<file path="src/rtl/pktsink_pkg.sv">
// Shared types and constants for the 10GbE MAC packet sink.
// The descriptor struct is the FIFO word: 16-bit length plus 4 error flags.
package pktsink_pkg;

   typedef enum logic [0:0] {
      StIdle  = 1'b0,
      StInPkt = 1'b1
   } state_e;

   localparam int unsigned ErrTrunc    = 0;
   localparam int unsigned ErrOversize = 1;
   localparam int unsigned ErrMac      = 2;
   localparam int unsigned ErrRunt     = 3;

   localparam int unsigned LenWidth  = 16;
   localparam int unsigned ErrWidth  = 4;
   localparam int unsigned BeatBytes = 8;
   localparam int unsigned RuntLen   = 14;

   typedef struct packed {
      logic [LenWidth-1:0] len;
      logic [ErrWidth-1:0] err;
   } desc_t;

   // Length accumulation clamps at all-ones instead of wrapping.
   function automatic logic [LenWidth-1:0] len_sat_add(input logic [LenWidth-1:0] len,
                                                       input logic [3:0]          inc);
      logic [LenWidth:0] sum;
      sum = {1'b0, len} + {{(LenWidth - 3){1'b0}}, inc};
      return sum[LenWidth] ? {LenWidth{1'b1}} : sum[LenWidth-1:0];
   endfunction

endpackage

</file>
<file path="src/rtl/pktsink_desc_fifo.sv">
// Synchronous descriptor FIFO with full/empty flags and show-ahead read data.
// Depth must be a power of two; pointers carry one extra wrap bit.
module pktsink_desc_fifo #(
   parameter int unsigned Width = 20,
   parameter int unsigned Depth = 4
) (
   input  logic             clk_in,
   input  logic             reset,
   input  logic             push,
   input  logic [Width-1:0] push_data,
   input  logic             pop,
   output logic [Width-1:0] pop_data,
   output logic             full,
   output logic             empty
);

   localparam int unsigned AddrW = (Depth > 1) ? $clog2(Depth) : 1;

   logic [Width-1:0] mem_q [Depth];
   logic [AddrW:0]   wr_ptr_q;
   logic [AddrW:0]   rd_ptr_q;
   logic             do_push;
   logic             do_pop;

   assign empty = (wr_ptr_q == rd_ptr_q);
   assign full  = (wr_ptr_q[AddrW] != rd_ptr_q[AddrW]) &&
                  (wr_ptr_q[AddrW-1:0] == rd_ptr_q[AddrW-1:0]);

   assign do_push = push && !full;
   assign do_pop  = pop && !empty;

   always_ff @(posedge clk_in or posedge reset) begin
      if (reset) begin
         wr_ptr_q <= '0;
         rd_ptr_q <= '0;
      end else begin
         if (do_push) begin
            wr_ptr_q <= wr_ptr_q + 1'b1;
         end
         if (do_pop) begin
            rd_ptr_q <= rd_ptr_q + 1'b1;
         end
      end
   end

   always_ff @(posedge clk_in) begin
      if (do_push) begin
         mem_q[wr_ptr_q[AddrW-1:0]] <= push_data;
      end
   end

   assign pop_data = mem_q[rd_ptr_q[AddrW-1:0]];

endmodule

</file>
<file path="src/rtl/pktsink_10gbmac.sv">
// Avalon-ST packet sink for a 10GbE MAC: measures each packet, flags errors and
// queues one length/error descriptor per packet, with packet and drop counters.
module pktsink_10gbmac
   import pktsink_pkg::*;
#(
   parameter int unsigned MAX_LEN    = 9600,
   parameter int unsigned DESC_DEPTH = 4
) (
   input  logic        clk_in,
   input  logic        reset,
   input  logic        hold,
   input  logic [63:0] asi_in_data,
   input  logic        asi_in_valid,
   output logic        asi_in_ready,
   input  logic        asi_in_sop,
   input  logic        asi_in_eop,
   input  logic [2:0]  asi_in_empty,
   input  logic [5:0]  asi_in_error,
   output logic        desc_valid,
   input  logic        desc_ready,
   output logic [15:0] desc_len,
   output logic [3:0]  desc_err,
   output logic [7:0]  pktcount,
   output logic [7:0]  dropcount
);

   localparam logic [31:0] MaxLenW = 32'(MAX_LEN);

   state_e        state_q, state_d;
   logic [15:0]   len_q, len_d;
   logic          mac_q, mac_d;
   logic          run_q;
   logic [7:0]    pkt_cnt_q;
   logic [7:0]    drop_cnt_q;

   logic          accept;
   logic          beat_err;
   logic [3:0]    last_bytes;
   logic          push;
   logic          trunc;
   logic          drop;
   logic [15:0]   push_len;
   logic          push_mac;
   desc_t         push_desc;
   desc_t         pop_desc;
   logic          fifo_full;
   logic          fifo_empty;
   logic          pop;
   logic          unused_data;

   assign unused_data = ^asi_in_data;

   // run_q keeps ready low through reset and rises on the first edge after it.
   assign asi_in_ready = run_q && !hold && !fifo_full;
   assign accept       = asi_in_valid && asi_in_ready;
   assign beat_err     = |asi_in_error;
   assign last_bytes   = 4'(BeatBytes) - {1'b0, asi_in_empty};

   always_ff @(posedge clk_in or posedge reset) begin
      if (reset) begin
         state_q <= StIdle;
      end else begin
         state_q <= state_d;
      end
   end

   always_comb begin
      state_d = state_q;
      if (accept) begin
         unique case (state_q)
            StIdle: begin
               if (asi_in_sop && !asi_in_eop) begin
                  state_d = StInPkt;
               end
            end
            StInPkt: begin
               if (asi_in_eop) begin
                  state_d = StIdle;
               end
            end
            default: state_d = StIdle;
         endcase
      end
   end

   always_comb begin
      len_d    = len_q;
      mac_d    = mac_q;
      push     = 1'b0;
      trunc    = 1'b0;
      drop     = 1'b0;
      push_len = len_q;
      push_mac = mac_q;
      if (accept) begin
         unique case (state_q)
            StIdle: begin
               if (!asi_in_sop) begin
                  drop = 1'b1;
               end else if (asi_in_eop) begin
                  push     = 1'b1;
                  push_len = {12'd0, last_bytes};
                  push_mac = beat_err;
               end else begin
                  len_d = 16'(BeatBytes);
                  mac_d = beat_err;
               end
            end
            StInPkt: begin
               if (asi_in_sop) begin
                  // Close the open packet as truncated before handling the new sop.
                  push  = 1'b1;
                  trunc = 1'b1;
                  if (asi_in_eop) begin
                     drop  = 1'b1;
                     len_d = '0;
                     mac_d = 1'b0;
                  end else begin
                     len_d = 16'(BeatBytes);
                     mac_d = beat_err;
                  end
               end else if (asi_in_eop) begin
                  push     = 1'b1;
                  push_len = len_sat_add(len_q, last_bytes);
                  push_mac = mac_q | beat_err;
                  len_d    = '0;
                  mac_d    = 1'b0;
               end else begin
                  len_d = len_sat_add(len_q, 4'(BeatBytes));
                  mac_d = mac_q | beat_err;
               end
            end
            default: ;
         endcase
      end
   end

   always_comb begin
      push_desc                  = '0;
      push_desc.len              = push_len;
      push_desc.err[ErrTrunc]    = trunc;
      push_desc.err[ErrOversize] = ({16'd0, push_len} > MaxLenW);
      push_desc.err[ErrMac]      = push_mac;
      push_desc.err[ErrRunt]     = (push_len < 16'(RuntLen));
   end

   always_ff @(posedge clk_in or posedge reset) begin
      if (reset) begin
         len_q      <= '0;
         mac_q      <= 1'b0;
         run_q      <= 1'b0;
         pkt_cnt_q  <= '0;
         drop_cnt_q <= '0;
      end else begin
         len_q <= len_d;
         mac_q <= mac_d;
         run_q <= 1'b1;
         if (push) begin
            pkt_cnt_q <= pkt_cnt_q + 8'd1;
         end
         if (drop && (drop_cnt_q != 8'hFF)) begin
            drop_cnt_q <= drop_cnt_q + 8'd1;
         end
      end
   end

   pktsink_desc_fifo #(
      .Width ($bits(desc_t)),
      .Depth (DESC_DEPTH)
   ) u_desc_fifo (
      .clk_in    (clk_in),
      .reset     (reset),
      .push      (push),
      .push_data (push_desc),
      .pop       (pop),
      .pop_data  (pop_desc),
      .full      (fifo_full),
      .empty     (fifo_empty)
   );

   assign desc_valid = !fifo_empty;
   assign pop        = desc_valid && desc_ready;
   assign desc_len   = pop_desc.len;
   assign desc_err   = pop_desc.err;
   assign pktcount   = pkt_cnt_q;
   assign dropcount  = drop_cnt_q;

endmodule
</file>
<file path="config.mk">
export PLATFORM = sky130hd
export DESIGN_NAME = pktsink_10gbmac
export DESIGN_NICKNAME = d
export VERILOG_FILES = /design/src/rtl/pktsink_pkg.sv /design/src/rtl/pktsink_desc_fifo.sv /design/src/rtl/pktsink_10gbmac.sv
export SDC_FILE = /design/constraint.sdc
export NUM_CORES = 1
export LEC_CHECK = 0
export ABC_AREA = 1
export CORE_ASPECT_RATIO = 0.6
export CORE_MARGIN = 4
export CORE_UTILIZATION = 45
export CTS_CLUSTER_SIZE = 20
export DETAILED_ROUTE_END_ITERATION = 6
export GPL_TIMING_DRIVEN = 0
export PLACE_DENSITY = 0.73
export SYNTH_ARGS = -nofsm -noshare
export SYNTH_HDL_FRONTEND = slang
export SYNTH_SLANG_ARGS = --single-unit
</file>
<file path="constraint.sdc">
create_clock -name clk_in -period 2.6 [get_ports clk_in]
set_input_delay 0.52 -clock clk_in [delete_from_list [all_inputs] [get_ports clk_in]]
set_output_delay 0.52 -clock clk_in [all_outputs]
set_load 0.005 [all_outputs]
</file>
After elaboration in Yosys (flattened, before gate mapping). Memories as Yosys holds them, arrays and structs flattened. Index checks and enable logic that the tools add are counted.

Add/sub/neg operators: 7. Multipliers: 0. Div/mod/pow operators: 0. $lt $le $gt $ge: 2. Equality and inequality tests: 6. Shift operators: 0. Muxes and demuxes: 42. Bitwise operators: 2. Reductions and logical operators: 15.

Operators by type and width (count): two-way mux 16 bit (11); case mux 16 bit (2 select lines) (2); two-way mux 1 bit (23); adder 16 x 4 -> 17 bit (1); adder 16 x 4 -> 17 bit (second input constant) (1); adder 8 x 1 -> 8 bit (second input constant) (2); > comparator 16 x 14 -> 1 bit (second input constant) (1); < comparator 16 x 4 -> 1 bit (second input constant) (1); case mux 1 bit (2 select lines) (5); logical AND 1 bit (9); != test 8 bit (second input constant) (1); adder 3 x 1 -> 3 bit (second input constant) (2); OR reduction 6 bit (1); zero test 1 bit (4); two-way mux 4 bit (1); != test 2 bit (second input constant) (2); subtractor 4 x 3 -> 4 bit (first input constant) (1); == test 3 bit (1); AND reduction 3 bit (1); == test 2 bit (1); != test 1 bit (1); inverter 1 bit (1); OR 1 bit (1).

Register bits after elaboration: 41. Bits in latches: 0. RAM bits: 80. Bits in read-only memories: 0. Word-level logic and storage cells: 83. Memories kept: 1.

Memories: u_desc_fifo.mem_q (depth 4, bits a word 20, read ports 1, clocked after Yosys merged registers in 0, wr ports 1, line pktsink_desc_fifo.sv:19) `logic [Width-1:0] mem_q [Depth];`.

Logic depth before layout (Yosys ltp).
Word-level depth: 9. Mapped depth: 21. Gate-level depth less buffers: 21.

Hierarchy. From an unflattened synthesis, not the netlist that was laid out.

Cells, all modules: 698. Area total of the unflattened synthesis: 6418.7 µm².

By module, submodules not included: pktsink_desc_fifo (instances 1, cells each 256, area each 3418.3 µm²); pktsink_10gbmac (instances 1, cells each 442, area each 3000.4 µm²).

Worst setup path before layout. No wires, ideal clock.

Path type: in2reg. Start point: input asi_in_empty[0]. End point: memory u_desc_fifo.mem_q[0][1] (data pin). Library setup time: 0.257 ns. Arrival: 2.441 ns. Setup slack: -0.099 ns. Cell stages on the path: 18. Path buffers: 0. Path through: inv_1 > ha_1 > inv_1 > fa_1 > inv_1 > nand3_1 > nand2_1 > nand3_2 > o21ai_0 > nand3_1 > nand2_1 > nand2_1 > inv_1 > nand2_1 > nor2_1 > nand3_1 > nand2_1 > inv_1.

RTL lines: start, declared (line pktsink_10gbmac.sv:17) `input logic [2:0] asi_in_empty,`; end, declared (line pktsink_desc_fifo.sv:19).

==> results.sh <==
export IMPL_powerDensity_nw_per_um2=956
export IMPL_power_switching_mw=2.83
export IMPL_fin_area_um2=8310
export IMPL_pwr_share_clk_pct=29.4
export IMPL_die_area_um2=15900
export IMPL_fin_nets=885
export IMPL_grt_setup_unrepaired="true"
export IMPL_power_leakage_nw=3.56
export IMPL_mostFrequentLayoutCell="nand2_1"
export IMPL_gp_congestion=0.942
export IMPL_critPathSlowestCell="dfrtp_2"
export IMPL_syn_nets=779
export IMPL_swShare_pct=35.6
export IMPL_required_ns=2.79
export IMPL_fp_dieW_um=160
export IMPL_status="finished, violations left"
export IMPL_setup_ws_ns=-0.00371
export IMPL_rr_worst_depth=17
export IMPL_htreeDepth=4
export IMPL_seq_area_um2=3380
export IMPL_setup_viol=4
export IMPL_cts_tree="done"
export IMPL_avgSynthCellArea_um2=9.11
export IMPL_area_growth_syn_to_layout_pct=33.2
export IMPL_insertion_delay_ns=0.43
export IMPL_hold_path_depth=1
export IMPL_relSlewSlack_pct=41.7
export IMPL_grt_pass1_wl_um=27200
export IMPL_crit_chain="ha_4, inv_2, fa_2, inv_2, nand3_2, nand2_2, nand3_4, nor2_2, nor2_2, o21ai_1, nand2_2, a21oi_2, nand2_1, nor2_1, nand3_1, nand2_2, inv_2"
export IMPL_gr_total_overflow=0
export IMPL_drv_cap=0
export IMPL_crit_type="flip-flop to flip-flop"
export IMPL_cts_buffer_depth=2
export IMPL_n_fill_cell=1072
export IMPL_startpoint_type="flip-flop"
export IMPL_post_synth_num_cell_types=42
export IMPL_die_height_um=99.2
export IMPL_antenna_found_initial=0
export IMPL_finalHoldViolations=0
export IMPL_num_antenna_cells=0
export IMPL_wl_um=17800
export IMPL_slew_violations=0
export IMPL_postSynthCellCount=685
export IMPL_holdPathEnd="pktcount[7]"
export IMPL_crit_path_end_kind="flip-flop"
export IMPL_worstReg2RegStart="len_q[1]"
export IMPL_critPathMaxStageDelay_ns=0.44
export IMPL_hpwl_um=11600
export IMPL_cts_buffers=17
export IMPL_initial_core_util_pct=45.8
export IMPL_worst_ep_arrival_time_ns=2.79
export IMPL_cts_root_buf="clkbuf_16"
export IMPL_grt_pass1_vias=5129
export IMPL_violations="negative setup slack"
export IMPL_worst_pin_slew_ns=0.874
export IMPL_syn_area_um2=6240
export IMPL_ir_drop_uv=494
export IMPL_r2r_end="u_desc_fifo.mem_q[3][1]"
export IMPL_fmax_mhz=384
export IMPL_viasPerCell=5.61
export IMPL_ant_nets=0
export IMPL_num_vias=5493
export IMPL_drcViolationCount=0
export IMPL_grt_util_all_layers_pct=22.0
export IMPL_grt_max_degree=40
export IMPL_combPwrFrac_pct=38.5
export IMPL_yosys_warnings=0
export IMPL_fin_crit_sh_pct=100
export IMPL_io_pins=118
export IMPL_rrSetupSlack_ns=-0.004
export IMPL_pre_cts_slack_ns=-0.948
export IMPL_clkSinkCount=119
export IMPL_place_area_um2=7060
export IMPL_synth_seq_cells=119
export IMPL_path_clk_slew_ns=0.06
export IMPL_drtIter0Drc=617
export IMPL_cts_hold_buf=0
export IMPL_coreArea_um2=13600
export IMPL_seq_power_share_pct=32.1
export IMPL_worstHoldStart="pktcount[7]"
export IMPL_dr_pass1_iters=5
export IMPL_seq_area_frac_synth_pct=54.1
export IMPL_min_period_ns=2.60
export IMPL_io_buffers=52
export IMPL_layout_common_cells="nand2_1, nor2_1, edfxtp_1"
export IMPL_wl_per_cell_um=18.1
export IMPL_drive_above_1_share_pct=21.8
export IMPL_p_int_mw=5.12
export IMPL_critPathMaxFanout=6
export IMPL_placementRows=33
export IMPL_multi_input_area_um2=2810
export IMPL_skew_ns=0.0106
export IMPL_hold_class="flip-flop to flip-flop"
through the flow:
| step | hold slack [ns] | setup TNS, ns | cells | utilization (%) | total power [mW] |
|---|---|---|---|---|---|
| 2_1_floorplan | 0.463 | 0 | 685 | - | 3.87 |
| 3_3_place_gp | 0.456 | -119.70 | 912 | 51.5 | 4.95 |
| 3_5_place_dp | 0.469 | -67.63 | 915 | 51.8 | 5.03 |
| 4_1_cts | 0.480 | 0 | 958 | 58.3 | 7.56 |
| 5_1_grt | 0.486 | -0.860 | 979 | 61.0 | 8.33 |
| 6_report | 0.474 | -0.0147 | 979 | 61.0 | 7.94 |
flip-flops by register name (all words and copies together) (netlist names):
register	flops
dropcount	8
len_q	14
mac_q	1
pktcount	8
run_q	1
state_q	1
u_desc_fifo.mem_q	80
u_desc_fifo.rd_ptr_q	3
u_desc_fifo.wr_ptr_q	3
critical path, delay by kind of cell, from the launching register on:
family / cells / cell delay (ns)
simple gates: 10 / 0.95
compound gates: 2 / 0.26
buf+inv: 3 / 0.17
flops: 1 / 0.44
fa+ha+maj: 2 / 0.54
final cells by class:
cell class                      instances  area share, %
Clock buffer                           21           5.81
Sequential cell                       119           40.7
Clock inverter                         11           1.13
Timing Repair Buffer                   86           10.4
Buffer                                 20           1.88
Inverter                               79           3.61
Tap cell                              175           2.63
Multi-Input combinational cell        468           33.8
how the worst max path moves through the flow:
| stage | from | end | slack (ns) |
|---|---|---|---|
| after floorplan | hold | u_desc_fifo.mem_q[1][0] | 0.002 |
| after global placement | asi_in_sop | u_desc_fifo.mem_q[0][14] | -1.30 |
| after detailed placement | asi_in_empty[0] | u_desc_fifo.mem_q[3][1] | -0.95 |
| after CTS | u_desc_fifo.rd_ptr_q[0] | desc_len[7] | 0.005 |
| after global routing | len_q[1] | u_desc_fifo.mem_q[0][1] | -0.13 |
| final | len_q[1] | u_desc_fifo.mem_q[3][1] | -0.004 |
routing by layer:
layer  GRT usage (%)  wire length, um
met1            31.6             7980
met5               0                0
met4            6.81              262
met3            6.34             1780
met2            32.5             7740
power groups by stage:
stage	Combinational (mW)	Sequential, mW	Clock, mW
after floorplan	1.36	2.51	0
after global placement	2.40	2.55	0
after detailed placement	2.47	2.56	0
after CTS	2.69	2.53	2.34
after global routing	3.33	2.57	2.43
final	3.06	2.55	2.34
synthesized netlist by cell type:
| cell | instances | area (um2) |
|---|---|---|
| nand4_1 | 10 | 62.6 |
| inv_2 | 6 | 22.5 |
| a31o_1 | 1 | 8.76 |
| clkinv_1 | 1 | 3.75 |
| nand4_2 | 1 | 12.5 |
| nor2_2 | 4 | 25.0 |
| xor2_1 | 18 | 158 |
| a31oi_1 | 1 | 6.26 |
| nor3_2 | 2 | 20.0 |
| nand2_1 | 119 | 447 |
| o211ai_1 | 4 | 30.0 |
| o21ai_0 | 65 | 325 |
| dfrtp_1 | 39 | 976 |
| buf_6 | 1 | 11.3 |
| conb_1 | 1 | 3.75 |
| clkbuf_1 | 14 | 52.6 |
| xnor2_2 | 1 | 16.3 |
| buf_4 | 2 | 15.0 |
| nor3_4 | 1 | 16.3 |
| nand3_4 | 1 | 17.5 |
| nand4_4 | 1 | 21.3 |
| a21oi_1 | 24 | 120 |
| fa_1 | 1 | 20.0 |
| nor2_1 | 100 | 375 |
| o311ai_0 | 1 | 8.76 |
| nor3_1 | 4 | 20.0 |
| buf_2 | 3 | 15.0 |
| nand2_2 | 2 | 12.5 |
| o21ai_2 | 1 | 8.76 |
| nor3b_1 | 1 | 7.51 |
| ha_1 | 13 | 163 |
| o41ai_1 | 1 | 8.76 |
| o22ai_1 | 21 | 131 |
| nor2_4 | 4 | 45.0 |
| xnor2_1 | 5 | 43.8 |
| inv_1 | 72 | 270 |
| nand3_2 | 5 | 50.1 |
| nor4_1 | 3 | 18.8 |
| nand3_1 | 48 | 240 |
| mux2_2 | 2 | 22.5 |
| or2_2 | 1 | 6.26 |
| edfxtp_1 | 80 | 2400 |
kinds of logic after synthesis:
kind of cell	share of synthesized area, %
compound gates	10.4
xor+xnor	3.49
fa+ha+maj	2.93
buf+inv	6.25
flops	54.1
mux	0.361
other cells	0.0601
simple gates	22.4
what timing repair did:
action                     CTS  global route
resized for setup           78            62
buffers inserted            10            18
gates cloned                 1             3
setup endpoints to repair   81            55
pin swaps                   19            20
(Power assumes the default switching activity.)
